### config.mk
export PLATFORM = sky130hd
export DESIGN_NAME = instr_cache_ctrl_nway
export DESIGN_NICKNAME = d
export VERILOG_FILES = /design/src/rtl/instr_cache_ctrl_nway.sv
export SDC_FILE = /design/constraint.sdc
export NUM_CORES = 1
export LEC_CHECK = 0
export ABC_AREA = 1
export CORE_MARGIN = 1
export CORE_UTILIZATION = 50
export CTS_CLUSTER_SIZE = 8
export DETAILED_ROUTE_END_ITERATION = 8
export DONT_BUFFER_PORTS = 1
export PLACE_DENSITY = 0.73
export SYNTH_ARGS = -nofsm -noshare
export SYNTH_HDL_FRONTEND = slang
export SYNTH_SLANG_ARGS = --single-unit
### constraint.sdc
create_clock -name clk -period 2.08 [get_ports clk]
set_clock_uncertainty 0.2 [all_clocks]
set_input_delay 0.416 -clock clk [delete_from_list [all_inputs] [get_ports clk]]
set_output_delay 0.416 -clock clk [all_outputs]
set_load 0.02 [all_outputs]
### src/rtl/instr_cache_ctrl_nway.sv
// N-way set-associative instruction cache controller: hit detection, victim selection,
// AHB line fill, uncached bypass and tree pseudo-LRU update.
// Define ICACHE_CRITICAL_WORD_FIRST_EN to start each fill at the requested word (wrapping burst).
module instr_cache_ctrl_nway #(
    parameter int TBITS = 14,
    parameter int WAYS  = 4,
    parameter int WORDS = 4,
    localparam int OBITS = $clog2(WORDS),
    localparam int WBITS = $clog2(WAYS)
) (
    input  logic                  clk,
    input  logic                  reset,
    input  logic                  enable,
    input  logic                  PAReadyF,
    input  logic [TBITS-1:0]      PhysTag,
    input  logic [OBITS-1:0]      WordOffset,
    input  logic [WAYS-1:0]       ValidW,
    input  logic [WAYS*TBITS-1:0] TagW,
    input  logic [WAYS-2:0]       PLRUIn,
    input  logic                  BusReady,
    output logic [WAYS-1:0]       WaySel,
    output logic [WAYS-1:0]       WayWE,
    output logic [WAYS-2:0]       PLRUOut,
    output logic                  PLRUWE,
    output logic                  IStall,
    output logic                  HRequestF,
    output logic [OBITS-1:0]      AddrWordOffset,
    output logic [OBITS-1:0]      DataWordOffset
);

    typedef enum logic [1:0] {READY, FILL, LAST, DONE} state_t;

    state_t           state_q, state_d;
    logic [OBITS-1:0] addrCnt_q, addrCnt_d;
    logic [OBITS-1:0] dataCnt_q, dataCnt_d;
    logic [OBITS-1:0] startOff_q, startOff_d;
    logic [WBITS-1:0] victim_q, victim_d;
    logic             bypass_q, bypass_d;
    logic             dataPhase_q, dataPhase_d;

    logic [WAYS-1:0]  hitW;
    logic [WAYS-1:0]  hitOneHot;
    logic [WBITS-1:0] hitIdx;
    logic             hit;
    logic [WBITS-1:0] victimSel;
    logic [WBITS-1:0] plruWay;
    logic [WBITS-1:0] touched;
    logic [WAYS-1:0]  victimOneHot;
    logic             inReady, inFill, inLast, inDone;

    // Tag compare; descending scan makes the lowest matching way win.
    always_comb begin
        hitW   = '0;
        hitIdx = '0;
        for (int i = 0; i < WAYS; i++) begin
            hitW[i] = ValidW[i] && (TagW[i*TBITS +: TBITS] == PhysTag);
        end
        for (int i = WAYS - 1; i >= 0; i--) begin
            if (hitW[i]) hitIdx = WBITS'(i);
        end
        hitOneHot = (|hitW) ? (WAYS'(1) << hitIdx) : '0;
        hit       = (|hitW) && PAReadyF && enable;
    end

    // Replacement choice: an invalid way if any, otherwise follow the PLRU tree (0 = go low).
    always_comb begin
        int node;
        node = 0;
        for (int l = 0; l < WBITS; l++) begin
            node = 2 * node + 1 + (PLRUIn[node] ? 1 : 0);
        end
        plruWay   = WBITS'(node - (WAYS - 1));
        victimSel = plruWay;
        for (int i = WAYS - 1; i >= 0; i--) begin
            if (!ValidW[i]) victimSel = WBITS'(i);
        end
    end

    // Point every tree node on the touched way's path away from it.
    always_comb begin
        int  node;
        logic dir;
        touched = (state_q == DONE) ? victim_q : hitIdx;
        PLRUOut = PLRUIn;
        node    = 0;
        for (int l = 0; l < WBITS; l++) begin
            dir           = touched[WBITS-1-l];
            PLRUOut[node] = ~dir;
            node          = 2 * node + 1 + (dir ? 1 : 0);
        end
    end

    always_ff @(posedge clk or posedge reset) begin
        if (reset) begin
            state_q     <= READY;
            addrCnt_q   <= '0;
            dataCnt_q   <= '0;
            startOff_q  <= '0;
            victim_q    <= '0;
            bypass_q    <= 1'b0;
            dataPhase_q <= 1'b0;
        end else begin
            state_q     <= state_d;
            addrCnt_q   <= addrCnt_d;
            dataCnt_q   <= dataCnt_d;
            startOff_q  <= startOff_d;
            victim_q    <= victim_d;
            bypass_q    <= bypass_d;
            dataPhase_q <= dataPhase_d;
        end
    end

    // The data counter only moves once the first address beat has been accepted.
    always_comb begin
        state_d     = state_q;
        addrCnt_d   = addrCnt_q;
        dataCnt_d   = dataCnt_q;
        startOff_d  = startOff_q;
        victim_d    = victim_q;
        bypass_d    = bypass_q;
        dataPhase_d = dataPhase_q;
        case (state_q)
            READY: begin
                addrCnt_d   = '0;
                dataCnt_d   = '0;
                dataPhase_d = 1'b0;
                if (PAReadyF && !hit) begin
                    if (enable) begin
                        state_d  = FILL;
                        victim_d = victimSel;
                        bypass_d = 1'b0;
`ifdef ICACHE_CRITICAL_WORD_FIRST_EN
                        startOff_d = WordOffset;
`else
                        startOff_d = '0;
`endif
                    end else begin
                        state_d  = LAST;
                        bypass_d = 1'b1;
                    end
                end
            end
            FILL: begin
                if (BusReady) begin
                    addrCnt_d   = addrCnt_q + 1'b1;
                    dataPhase_d = 1'b1;
                    if (dataPhase_q) dataCnt_d = dataCnt_q + 1'b1;
                    if (addrCnt_q == OBITS'(WORDS - 1)) state_d = LAST;
                end
            end
            LAST: begin
                if (BusReady) begin
                    state_d = DONE;
                    if (!bypass_q) dataCnt_d = dataCnt_q + 1'b1;
                end
            end
            DONE: begin
                state_d  = READY;
                bypass_d = 1'b0;
            end
            default: state_d = READY;
        endcase
    end

    // Strobes are held low while reset is asserted so an aborted fill writes nothing more.
    always_comb begin
        inReady      = (state_q == READY);
        inFill       = (state_q == FILL);
        inLast       = (state_q == LAST);
        inDone       = (state_q == DONE);
        victimOneHot = WAYS'(1) << victim_q;

        WayWE = '0;
        if (!reset && BusReady && !bypass_q && ((inFill && dataPhase_q) || inLast)) begin
            WayWE = victimOneHot;
        end

        if (!enable)      WaySel = WAYS'(1);
        else if (inReady) WaySel = hitOneHot;
        else              WaySel = victimOneHot;

        if ((inFill || inLast) && !bypass_q) begin
            AddrWordOffset = startOff_q + addrCnt_q;
            DataWordOffset = startOff_q + dataCnt_q;
        end else begin
            AddrWordOffset = WordOffset;
            DataWordOffset = WordOffset;
        end

        IStall    = !reset && (inFill || inLast || (inReady && PAReadyF && !hit));
        HRequestF = !reset && PAReadyF && (inFill || (inReady && !hit) || (inLast && !BusReady));
        PLRUWE    = !reset && ((inReady && hit) || (inDone && !bypass_q));
    end

endmodule

---- After elaboration in Yosys (flattened, before gate mapping) ----
Cells that the tools add are included.
storage, ports and cells
  output and inout bits ................... 18
  input bits .............................. 84
  register bits ........................... 10
cells by class
  bitwise logic cells ..................... 2
  reduce and logical (&&, ||, !) cells .... 43
  magnitude comparators ................... 3
  shifts and indexed selects .............. 2
  equality and inequality tests ........... 14
  $add $sub $neg .......................... 7
  mux-type cells .......................... 42
operators by type and width
  kind                   number
  $eq A14 B14 Y1         4
  $mux W2                21
  $logic_and A1 B1 Y1    23
  $mux W4                4
  $mux W1                9
  $ne A2 B2 Y1 const B   4
  $pmux W2 S4            1
  $shl A1 B2 Y4 const A  2
  $add A2 B1 Y2 const B  3
  $eq A2 B2 Y1 const B   3
  $logic_or A1 B1 Y1     6
  $lt A2 B3 Y1 const B   2
  $pmux W2 S3            1
  $reduce_and A5 Y1      1
  $add A1 B1 Y2 const A  2
  $logic_not A1 Y1       4
  $ne A2 B1 Y1 const B   2
  $pmux W1 S2            2
  $pmux W2 S2            1
  $reduce_and A2 Y1      2
  $reduce_and A4 Y1      1
  $reduce_bool A2 Y1     2
  $reduce_or A4 Y1       1
  $bwmux W3              1
  other kinds (10)       11

---- Logic depth before layout (Yosys ltp) ----
Gate-level depths: netlist of run 1.
  depth after elaboration ................. 14
  mapped depth ............................ 15
  mapped depth without buffers ............ 14

---- Worst setup path after synthesis of run 1 ----
OpenSTA, ideal clock, no wires.
  kind .................................... in2out
  start point ............................. in PhysTag[4]
  end point ............................... out IStall
  required time ........................... 1464 ps
  slack ................................... -166 ps
  stages on the path ...................... 12
  arrival time ............................ 1630 ps
  cells stage by stage .................... buf_4 > inv_1 > nand2_1 > nand2_1 > nor2_1 > nand2_1 > nor2_1 > nand2_2 > nand2_4 > o21ai_4 > nand3_1 > a21oi_1
on the way
  cells in the longest elaborated chain, start to end .. 9
  elaborated cells between the ends (all ways) .. 15
ends and longest elaborated chain
  item                                  RTL line  text
  start: declaration                    15        input logic [TBITS-1:0] PhysTag,
  $eq A14 B14 Y1                        56        hitW[i] = ValidW[i] && (TagW[i*TBITS +: TBITS] == PhysTag);
  $logic_and A1 B1 Y1                   56
  $reduce_or A4 Y1 (*)                  62        hit = (|hitW) && PAReadyF && enable;
  $logic_and A1 B1 Y1 (*) (2 in a row)  62
  $logic_not A1 Y1 (*)                  190       IStall = !reset && (inFill || inLast || (inReady && PAReadyF && !hit));
  $logic_and A1 B1 Y1 (*)               190
  $logic_or A1 B1 Y1 (*)                190
  $logic_and A1 B1 Y1 (*)               190
  end: declaration                      25        output logic IStall,
Mark *: on every way between the ends. The rest lies on a longest branch, timed or not.

---- Worst setup path in the final report of run 1 ----
  start point ............................. reg state_q[1]
  end point ............................... out WayWE[0]
on the way
  cells in the longest elaborated chain, start to end .. 5
  elaborated cells between the ends (all ways) .. 6
ends and longest elaborated chain
  item                      RTL line  text
  start: declaration        33        state_t state_q, state_d;
  start signal: assignment  103       state_q <= state_d;
  $eq A2 B1 Y1              168       inFill = (state_q == FILL);
  $logic_and A1 B1 Y1       174       if (!reset && BusReady && !bypass_q && ((inFill && dataPhase_q) || inLast)) begin
  $logic_or A1 B1 Y1 (*)    174
  $logic_and A1 B1 Y1 (*)   174
  $mux W4 (*)               174
  end: declaration          22        output logic [WAYS-1:0] WayWE,
Marked as above.

==> results.yml, run 1 <==
hold_path:
  whs_path_depth: 2
  min_from: "PAReadyF"
  worstHoldEndpoint: "bypass_q$_DFFE_PP0P_"
  hold_path_class: "input port to register"
route:
  wl_microns: 6460
  post_drt_wl_per_cell_microns: 13.9
  drc: 0
  num_vias: 2427
  via_per_inst: 5.23
  antenna_left: 0
  drt_first_pass_iters: 5
  drt_iter0_drc: 142
place:
  dp.cells: 450
  placed_area_sq_mm: 0.00218
  gp_congestion: 0.910
  dp_hpwl_microns: 4530
  port_buffers: 0
worst_setup_path:
  cp.arrival_ns: 1.68
  cp_cell_sequence: "inv_2, ha_4, inv_2, o21ai_2, nand4_1, buf_6, nor3_2, buf_4"
  crit_buf_inv: 4
  reg2reg_depth: 8
  r2r_slack_ns: 0.01
  reg2reg_from: "state_q[0]$_DFFE_PP0P_"
  cpMaxStageDelayCell: "dfrtp_2"
  cp_max_fo: 4
  crit_family: "buffers and inverters"
  path_common_cell: "inv_2"
  timing.rr.end: "dataCnt_q[1]$_DFFE_PP0P_"
  worstSetupStartpoint: "state_q[1]$_DFFE_PP0P_"
  slowest_delay_ns: 0.43
  end_kind: "output pin"
  required_ns: 1.46
  critPathLaunchType: "register"
  worst-setup-path-type: "register to output pin"
die:
  die_y_microns: 63.9
  die_w_microns: 63.9
  initial_core_util_pct: 52.3
  rows: 22
  die_area_sq_mm: 0.00408
  io_pins: 102
  core-area_sq_mm: 0.00366
clock_tree:
  tritoncts: "built"
  clk_pin_slew_worst_paths_ns: 0.05
  cts_sinks: 10
  cts_root_buf: "clkbuf_8"
  clk_path_buf_depth: 2
  cts_max_level: 1
  numCtsBuffers: 3
  clock_latency_ns: 0.26
cells_and_area:
  layout_common_cells: "118 x nand2_1, 42 x inv_1, 36 x nand2_2"
  fin_area_sq_mm: 0.00278
  final_net_count: 506
  instances_no_fill: 464
  layout_commonest_cell: "nand2_1"
  area_delta_synth_final_pct: 45.5
  final_util_pct: 76.0
  drive_gt1_share_pct: 40.6
  antenna-diode-count: 0
job:
  maxCapViolations: 0
power_and_ir_drop:
  power.leakage_nw: 1.44
  vdd_drop_max_mv: 0.355
  p_per_area_mw_per_mm2: 886
global_route:
  grt_max_degree: 11
  antenna_found_initial: 0
  grtUsageTotal_pct: 28.1
  grt_pass1_wl_microns: 9030
  gr-total-overflow: 0
  grt_pass1_vias: 2182
timing:
  whs_ns: 0.129
  fin_crit_sh_pct: 110
  post-route-min-period_ns: 2.30
  hold_viol_final: 0
  drv_slew: 0
  maxSlewHeadroom_pct: 63.9
  finalSetupViolations: 18
  rsz0062_at_grt: "yes"
  setup_ws_ns: -0.217
  fmax_ghz: 0.435
  worst_slew_pin_slew_ns: 0.535
yosys:
  ys_types: 28
  synth_area_per_cell_sq_um: 5.03
  synth-seq-cells: 10
  ys.flop_type: "dfrtp_1"
  yosysWarnings: 0
  synthArstFlopShare_pct: 100
  synth_fp_nets: 469
  seq_area_frac_synth_pct: 13.1
  synth_edf_count: 0
  synthCells: 380
  synth.cell_area_sq_mm: 0.00191
status:
  status: "complete, but fails checks"
  violations: "setup timing"
==> state kept, by name, summed over array words and instances, names as in the netlist <==
| name | cells |
|---|---|
| dataCnt_q | 2 |
| bypass_q | 1 |
| addrCnt_q | 2 |
| dataPhase_q | 1 |
| state_q | 2 |
| victim_q | 2 |
==> cell families after synthesis <==
| logic type | share of synthesized area (%) |
|---|---|
| AO/OA/AOI/OAI | 13.3 |
| XOR/XNOR | 3.66 |
| adder cells (fa/ha/maj) | 3.27 |
| buffers and inverters | 15.5 |
| flip-flops | 13.1 |
| AND/OR/NAND/NOR | 51.1 |
==> area by class of cell <==
| cell class | instances | area [sq um] |
|---|---|---|
| timing repair buffer | 34 | 273 |
| fill | 294 | 878 |
| sequential | 10 | 253 |
| inverter | 74 | 373 |
| clock buffer | 4 | 55.1 |
| multi-input combinational | 294 | 1770 |
| tap | 48 | 60.1 |
==> where the power goes <==
part / internal [W] / leakage [nW] / switching (W)
combinational: 0.000757 / 1.28 / 0.00106
sequential: 0.000279 / 0.127 / 0.000103
clock: 0.000168 / 0.0288 / 0.0000990
==> cell usage after synthesis (all sizes together), types with 2 or more instances <==
library cell	number	area (sq um)
nand3	16	85.1
buf	2	18.8
o21ai	27	154
nand4	2	12.5
nand2	167	664
nor2	45	179
nor3	6	30.0
ha	5	62.6
inv	74	278
dfrtp	10	250
o22ai	2	12.5
xnor2	8	70.1
a21oi	10	50.1
==> worst reg2reg max path: stages (launching register included) <==
cell and delay [ns]:
dfrtp_2 0.47, ha_4 0.19, inv_2 0.07, buf_4 0.10, buf_4 0.11, nor2_1 0.05, or4_4 0.51, a21oi_2 0.15
o22ai_1 0.09
==> repair_timing <==
action	in CTS	in global routing
gates resized for setup	25	141
setup buffers	5	4
endpoints found under the hold margin	10	0
endpoints found under the setup margin	18	19
pin swaps	12	80
hold buffers	1	0
==> worst max path at each step <==
stage,end,slack (ns),cells past startpoint
floorplan,WayWE[0],-0.07,6
global placement,IStall,-0.10,11
detailed placement,IStall,-0.13,11
CTS,WayWE[2],-0.15,7
global route,WayWE[0],-0.26,8
finish,WayWE[0],-0.22,8
==> layer usage <==
metal	vias up	global-route usage, %	share of wire [%]	routed length, microns
met4	0	11.1	2.2	143
li1	1230	-	-	-
met3	12	3.57	7.2	463
met1	1071	30.2	36	2330
met5	-	0	0	0
met2	114	54.5	55	3530
==> through the flow <==
| step | power [W] | TNS, ns | setup WS, ns |
|---|---|---|---|
| after global routing | 0.00262 | -2.82 | -0.265 |
| after floorplan | 0.00128 | -0.407 | -0.0732 |
| final | 0.00247 | -1.83 | -0.217 |
| after CTS | 0.00207 | -1.69 | -0.147 |
| after detailed placement | 0.00164 | -0.595 | -0.130 |
| after global placement | 0.00162 | -0.476 | -0.102 |
Note: power is estimated with default switching activity, not from simulation.
==> run 2, diff against run 1 <==
SLEW_MARGIN = 20   (was unset)
==> results of run 2 <==
Same layout as run 1: the final DEF is identical, and so are final timing and power.
==> run 3, diff against run 2 <==
PLACE_DENSITY = 0.76   (was 0.73)
clock period = 2 ns   (was 2.08 ns; I/O delays follow)
==> results.yml, run 3 (synthesized netlist as in run 1, its figures left out) <==
status:
  status: "complete, but fails checks"
  violations: "setup timing"
timing:
  setup_ws_ns: -0.225
  hold_viol_final: 0
  drv_slew: 0
  post-route-min-period_ns: 2.22
  finalSetupViolations: 18
  fin_crit_sh_pct: 111
  worst_slew_pin_slew_ns: 0.511
  maxSlewHeadroom_pct: 65.6
  whs_ns: 0.106
  rsz0062_at_grt: "yes"
  fmax_ghz: 0.449
place:
  dp_hpwl_microns: 4710
  port_buffers: 0
  gp_congestion: 0.871
cells_and_area:
  final_net_count: 503
  regArea_sq_um: 251
  layout_common_cells: "105 x nand2_1, 54 x nand2_2, 30 x inv_1"
  layout_commonest_cell: "nand2_1"
  multi_input_area_sq_mm: 0.00179
  final_util_pct: 77.6
  area_delta_synth_final_pct: 48.5
  n_fill_cell: 266
  antenna-diode-count: 0
  drive_gt1_share_pct: 47.7
worst_setup_path:
  slowest_delay_ns: 0.39
  crit_family: "simple AND/OR/NAND/NOR gates"
  cp_cell_sequence: "inv_2, ha_4, inv_4, o21ai_2, nand4_1, nor3_2, buf_4"
  end_kind: "output pin"
  cpMaxStageDelayCell: "dfrtp_1"
  critPathLaunchType: "register"
  crit_buf_inv: 3
  cp.arrival_ns: 1.62
  worst-setup-path-type: "register to output pin"
  required_ns: 1.40
  cp_max_fo: 4
global_route:
  grt_pass1_vias: 2502
  gr-total-overflow: 0
  grt_pass1_wl_microns: 10000
  grt_max_degree: 8
  grtUsageTotal_pct: 30.9
  antenna_found_initial: 0
power_and_ir_drop:
  p_per_area_mw_per_mm2: 852
  vdd_drop_max_mv: 0.431
  power.leakage_nw: 1.44
route:
  drc: 0
  num_vias: 2485
  drt_first_pass_iters: 4
  antenna_left: 0
  via_per_inst: 5.39
  post_drt_wl_per_cell_microns: 14.4
  drt_iter0_drc: 159
  wl_microns: 6650
clock_tree:
  cts_root_buf: "clkbuf_8"
  clk_pin_slew_worst_paths_ns: 0.05
  tritoncts: "built"
  clk_path_buf_depth: 2
  clock_latency_ns: 0.24
  cts_sinks: 10
  numCtsBuffers: 3
  cts_max_level: 1
die:
  die_area_sq_mm: 0.00408
  core-area_sq_mm: 0.00366
  initial_core_util_pct: 52.3
  rows: 22
  die_y_microns: 63.9
  io_pins: 102
  die_w_microns: 63.9
hold_path:
  hold_path_class: "input port to register"
job:
  maxCapViolations: 0
## run 3: changes by cell type in the layout (fill, tap and decap cells not counted), moves of 3 or more
cell / before / now
inv_1: 42 / 30
o21ai_2: 6 / 12
inv_4: 7 / 13
nand2_4: 13 / 8
o21ai_1: 9 / 3
inv_6: 2 / 6
xnor2_2: 0 / 3
xnor2_1: 8 / 5
nand2_1: 118 / 105
nand2_2: 36 / 54
## run 3: timing repair
item	CTS	global route
setup endpoints to repair	19	20
buffers inserted	4	1
gates cloned	0	0
resized for setup	104	98
pin swaps	58	54
hold buffers	1	0
hold endpoints to repair	10	0
## run 3: power by group
group | total [W] | internal (W) | switching (W)
registers | 0.000389 | 0.000289 | 0.000101
logic | 0.00177 | 0.000702 | 0.00107
clock network | 0.000258 | 0.000174 | 0.0000847
## run 3: area by class of cell
cell class	count	share of cell area, %
Timing Repair Buffer	31	8.67
Tap cell	48	2.11
Clock buffer	4	1.94
Sequential cell	10	8.85
Multi-Input combinational cell	294	62.9
Inverter	74	15.5
## run 3: path summary, 6_finish.rpt
| path | start | to | slack (ns) | cells after the start |
|---|---|---|---|---|
| worst max-delay path | state_q[1]$_DFFE_PP0P_ | WayWE[0] | -0.22 | 7 |
| worst min-delay path | BusReady | dataPhase_q$_DFFE_PP0P_ | 0.11 | 2 |
| worst max register to register | state_q[1]$_DFFE_PP0P_ | dataCnt_q[1]$_DFFE_PP0P_ | 0.07 | 7 |
| worst min register to register | dataCnt_q[1]$_DFFE_PP0P_ | dataCnt_q[1]$_DFFE_PP0P_ | 0.37 | 2 |
| max in group asynchronous | reset | dataCnt_q[1]$_DFFE_PP0P_ | 1.05 | 3 |
| min in group asynchronous | reset | bypass_q$_DFFE_PP0P_ | 0.41 | 3 |
## run 3: per-layer routing
layer / GRT usage (%) / vias to the layer above / share of wire (%)
met2: 61.3 / 116 / 54
met3: 6.96 / 24 / 7.1
met1: 30.0 / 1122 / 35
met5: 0 / - / 0
met4: 12.8 / 0 / 3.5
li1: - / 1223 / -
## run 3: metrics by stage
stage,setup WS [ns],TNS [ns],power [W],instance area (sq um),std cells
finish,-0.225,-2.96,0.00242,2840,461
global route,-0.346,-4.45,0.00258,2840,461
CTS,-0.186,-2.47,0.00222,2580,460
detailed placement,-0.203,-1.17,0.00175,2230,451
global placement,-0.174,-1.01,0.00171,2230,451
floorplan,-0.137,-0.789,0.00136,2010,380
## run 3: worst register-to-register path, cell delays in order, from the launching register on
cell	delay, ns
dfrtp_1	0.39
buf_4	0.16
ha_4	0.16
inv_4	0.07
nor2_2	0.05
or4_4	0.53
a21oi_2	0.15
o22ai_1	0.09
